===== src/rtl/booth_mul_r4.sv =====
// Radix-4 Booth sequential multiplier, signed/unsigned operands.
// Optional early termination: define BOOTH_EARLY_TERM_EN.
module booth_mul_r4 #(
  parameter int N = 16
) (
  input  logic           clk,
  input  logic           rst,
  input  logic           start,
  input  logic           tc,
  input  logic [N-1:0]   a_in,
  input  logic [N-1:0]   b_in,
  output logic           busy,
  output logic           done,
  output logic [2*N-1:0] product
);

  localparam int W  = N + 2;
  localparam int CW = $clog2(N/2 + 2);

  typedef enum logic [1:0] {
    IDLE,
    CALC,
    FIN
  } state_t;

  state_t r_state;
  state_t w_next;

  logic [W:0]    r_acc;
  logic [W-1:0]  r_q;
  logic [W-1:0]  r_m;
  logic          r_qm1;
  logic [CW-1:0] r_cnt;

  logic [W-1:0]  w_a_ext;
  logic [W-1:0]  w_b_ext;
  logic [W:0]    w_m1;
  logic [W:0]    w_m2;
  logic [W:0]    w_sum;
  logic [W:0]    w_acc_n;
  logic [W-1:0]  w_q_n;
  logic          w_qm1_n;
  logic [CW-1:0] w_cnt_n;
  logic          w_last;
  logic [2*N-1:0] w_prod;

  assign w_a_ext = {{2{tc & a_in[N-1]}}, a_in};
  assign w_b_ext = {{2{tc & b_in[N-1]}}, b_in};
  assign w_m1    = {r_m[W-1], r_m};
  assign w_m2    = {r_m, 1'b0};

  always_comb begin
    w_sum = r_acc;
    unique case ({r_q[1:0], r_qm1})
      3'b001, 3'b010: w_sum = r_acc + w_m1;
      3'b011:         w_sum = r_acc + w_m2;
      3'b100:         w_sum = r_acc - w_m2;
      3'b101, 3'b110: w_sum = r_acc - w_m1;
      default:        w_sum = r_acc;
    endcase
  end

  // {acc,Q,Q(-1)} arithmetic shift right by two
  assign w_acc_n = {{2{w_sum[W]}}, w_sum[W:2]};
  assign w_q_n   = {w_sum[1:0], r_q[W-1:2]};
  assign w_qm1_n = r_q[1];
  assign w_cnt_n = r_cnt - 1'b1;

`ifdef BOOTH_EARLY_TERM_EN
  logic [W-1:0]     w_mask;
  logic             w_rest_0;
  logic             w_rest_1;
  logic signed [2*W:0] w_full;

  // Unconsumed multiplier bits sit in the low 2*remaining bits of Q
  assign w_mask   = ~({W{1'b1}} << {w_cnt_n, 1'b0});
  assign w_rest_0 = ((w_q_n & w_mask) == '0) && !w_qm1_n;
  assign w_rest_1 = ((w_q_n & w_mask) == w_mask) && w_qm1_n;
  assign w_last   = (w_cnt_n == '0) || w_rest_0 || w_rest_1;
  assign w_full   = {r_acc, r_q};
  assign w_prod   = (2*N)'(w_full >>> {r_cnt, 1'b0});
`else
  assign w_last   = (w_cnt_n == '0);
  assign w_prod   = {r_acc[N-3:0], r_q};
`endif

  always_ff @(posedge clk or posedge rst) begin
    if (rst) r_state <= IDLE;
    else     r_state <= w_next;
  end

  always_comb begin
    w_next = r_state;
    unique case (r_state)
      IDLE:    if (start) w_next = CALC;
      CALC:    if (w_last) w_next = FIN;
      FIN:     w_next = IDLE;
      default: w_next = IDLE;
    endcase
  end

  always_ff @(posedge clk or posedge rst) begin
    if (rst) begin
      r_acc   <= '0;
      r_q     <= '0;
      r_m     <= '0;
      r_qm1   <= 1'b0;
      r_cnt   <= '0;
      busy    <= 1'b0;
      done    <= 1'b0;
      product <= '0;
    end else begin
      done <= 1'b0;
      unique case (r_state)
        IDLE: begin
          if (start) begin
            r_m   <= w_a_ext;
            r_q   <= w_b_ext;
            r_acc <= '0;
            r_qm1 <= 1'b0;
            r_cnt <= CW'(N/2 + 1);
            busy  <= 1'b1;
          end
        end
        CALC: begin
          r_acc <= w_acc_n;
          r_q   <= w_q_n;
          r_qm1 <= w_qm1_n;
          r_cnt <= w_cnt_n;
        end
        FIN: begin
          product <= w_prod;
          done    <= 1'b1;
          busy    <= 1'b0;
        end
        default: ;
      endcase
    end
  end

endmodule

===== config.mk =====
export PLATFORM = sky130hd
export DESIGN_NAME = booth_mul_r4
export DESIGN_NICKNAME = d
export VERILOG_FILES = /design/src/rtl/booth_mul_r4.sv
export SDC_FILE = /design/constraint.sdc
export NUM_CORES = 1
export LEC_CHECK = 0
export ABC_CLOCK_PERIOD_IN_PS = 10720
export BUFFER_PORTS_ARGS = -buffer_cell sky130_fd_sc_hd__buf_2
export CAP_MARGIN = 30
export CELL_PAD_IN_SITES_DETAIL_PLACEMENT = 2
export CELL_PAD_IN_SITES_GLOBAL_PLACEMENT = 2
export CORE_ASPECT_RATIO = 0.5
export CORE_UTILIZATION = 41
export CTS_BUF_LIST = sky130_fd_sc_hd__clkbuf_8
export CTS_CLUSTER_SIZE = 25
export DETAILED_ROUTE_END_ITERATION = 8
export PLACE_DENSITY = 0.86
export SLEW_MARGIN = 20
export SYNTH_ARGS = -nofsm -noshare
export SYNTH_HDL_FRONTEND = slang
export SYNTH_SLANG_ARGS = --single-unit

===== constraint.sdc =====
create_clock -name clk -period 10.72 [get_ports clk]
set_clock_uncertainty 0.1 [all_clocks]
set_input_delay 1.608 -clock clk [delete_from_list [all_inputs] [get_ports clk]]
set_output_delay 1.608 -clock clk [all_outputs]
set_load 0.03 [all_outputs]

==> reports/metrics.csv <==
metric;value;unit
Final Hold Viols;0;
routed wire length;22.1;mm
setup slack at placement;6.54;ns
Hold-fix buffers, CTS;0;
CTS root buf;clkbuf_8;
DRC violation count after routing;2;
setup TNS;0;ns
crit path cell chain;inv_1 > ha_1 > or4b_4 > nor4_1 > nor3b_1 > nor2_1 > xnor2_1 > ha_1 > a21o_1 > a31oi_1 > a41oi_1 > a311oi_1 > mux2i_1 > a2bb2oi_1;
register area share after synthesis;36.2;%
largest net degree at the start of global routing;49;
CP Max Fanout;5;
Worst setup SP type;register;
H-tree level count;3;
DRT Pass-1 Iters;7;
Starting Density;43.2;%
routability cong.;0.911;
Avg WL per Cell;22.6;um
Synth top area share;36.2;%
cell mode on critical path;ha_1;
global-route wire length before repair;35.6;mm
num ports;70;
Yosys top cell by area;dfrtp_1;
overall global routing resource usage;28.7;%
Synth Register Bits;93;
final setup margin;6.41;ns
final setup fails;0;
Vias per Instance;5.95;
fmax;232;MHz
Post-Syn Nets;790;
RSZ-0062 raised after global routing;no;
Worst Tran Pin Value;0.783;ns
CTS tree;done;
Tmin final;4.31;ns
critical path arrival;4.52;ns
Final Max Tran Viols;0;
Core ar.;14900;um^2
initial antenna violation count;1;
n_diodes;0;
PostCTS Resize Cnt;0;
slowest CP cell;or4b_4;
Slew HR;47.4;%
Overflow after GRT;0;
most frequent cells in the layout;93 x dfrtp_1, 86 x nand2_1, 72 x nor2_1;
yosys warns;0;
cells after synthesis;714;
HP Class;reg -> reg;
Final ANT Viol Nets;0;
Port Buffers;69;
Post-synth ARST share;100;%
initial DRC count;276;
die width;179;um
Worst-Skew Late Latency;0.41;ns
Area Overhead vs Synth;11.2;%
Tcrit/Tclk final;40.2;%
Worst EP required;10.93;ns
share of cells above drive strength 1;20.0;%
clock buffer depth;2;
Nets;851;
Syn Std Cell Area;6430;um^2
Via Count;5820;
delay of the slowest critical-path stage;0.52;ns
postcts setup bufs;0;
Post-synth EDFFs;0;
worst reg2reg path depth;14;
DIE AREA;16200;um^2
MaxCap Viol Count;0;
failing checks;DRC;
hpwl dp;16.5;mm
most common cell after layout, fill and taps aside;dfrtp_1;
post-synthesis area per instance;9.00;um^2
Area contributors post-synth;dfrtp_1 36%, mux2_2 7.9%, ha_1 7.4%, nand2_1 5.0%, xnor2_1 4.4%;
number of global-route vias before repair;6557;
ys flop type;dfrtp_1;
CTS Buf Count;9;
Crit Path Class;reg -> reg;
number of distinct library cells after synthesis;67;
Sink Count;93;
Hold Path Cell Cnt;1;
Core Rows;31;
status;finished with violations;
clock transition at the registers of the reported paths;0.10;ns
endpoint class of the critical path;register;
Die Y;90.5;um
[cells by family after synthesis]
family,Yosys count,share of synthesized area (%)
buf+inv,48,3.45
compound gates,179,18.1
fa+ha+maj,40,8.02
xor+xnor,52,7.20
flops,93,36.2
mux,48,8.35
simple gates,254,18.7
[flip-flops by register name (all words and copies together) (netlist names)]
name     cells
product     32
r_qm1        1
r_acc       17
r_q         18
r_m         17
r_state      2
busy         1
r_cnt        4
done         1
[worst paths after layout]
| path | start | to | slack, ns |
|---|---|---|---|
| worst max-delay path | r_m[0]$_DFFE_PP0P_ | r_acc[15]$_DFFE_PP0P_ | 6.41 |
| worst min-delay path | busy$_DFFE_PP0P_ | busy$_DFFE_PP0P_ | 0.40 |
| worst max register to register | r_m[0]$_DFFE_PP0P_ | r_acc[15]$_DFFE_PP0P_ | 6.41 |
| worst min register to register | busy$_DFFE_PP0P_ | busy$_DFFE_PP0P_ | 0.40 |
| max in group asynchronous | rst | r_acc[15]$_DFFE_PP0P_ | 8.18 |
| min in group asynchronous | rst | r_acc[2]$_DFFE_PP0P_ | 1.17 |
[Yosys cell counts, drive strengths merged (4+ instances only)]
cell    number
and3        13
a31oi       20
mux2        45
and2         9
a211oi       9
nor2b        8
clkbuf      28
xor2        19
xnor2       33
o21a        11
nor4         4
nand2       86
ha          38
a21oi       34
o21ai       51
a41oi        4
nand2b      10
dfrtp       93
a21o         7
or3          7
a221oi       6
nor3        13
nand3       16
o22ai        4
nor2        73
o211ai       6
inv         16
[metal layers]
metal / vias up / GRT usage, % / wire length (um)
met5: - / 0 / 0
met4: 0 / 9.04 / 446
met3: 33 / 5.93 / 1120
met2: 121 / 47.8 / 10800
met1: 2978 / 37.0 / 9760
li1: 2688 / - / -
[critical path, delay by kind of cell (launching register included)]
family          cells  cell delay (ns)
compound gates      5             1.35
xor+xnor            1             0.15
fa+ha+maj           2             0.51
buf+inv             1             0.11
flops               1             0.43
mux                 1             0.27
simple gates        4             1.30
[metrics by stage]
step / utilization [%] / hold WS (ns) / cell area, um^2 / std cells
6_report: 48.0 / 0.399 / 7150 / 978
2_1_floorplan: - / 0.366 / 6430 / 714
4_1_cts: 47.9 / 0.406 / 7130 / 977
3_3_place_gp: 46.7 / 0.357 / 6950 / 961
5_1_grt: 48.0 / 0.419 / 7150 / 978
3_5_place_dp: 46.7 / 0.382 / 6950 / 961
[cell type report]
class                           instances  area, um^2
Fill cell                            1689        7740
Multi-Input combinational cell        573        3880
Sequential cell                        93        2330
Timing Repair Buffer                   82         455
Tap cell                              198         248
Clock buffer                           10         138
Inverter                               16        62.6
Clock inverter                          6        37.5
Power is not shown: default switching activity piles up to over one toggle a cycle in this logic, so the estimate is an artifact.
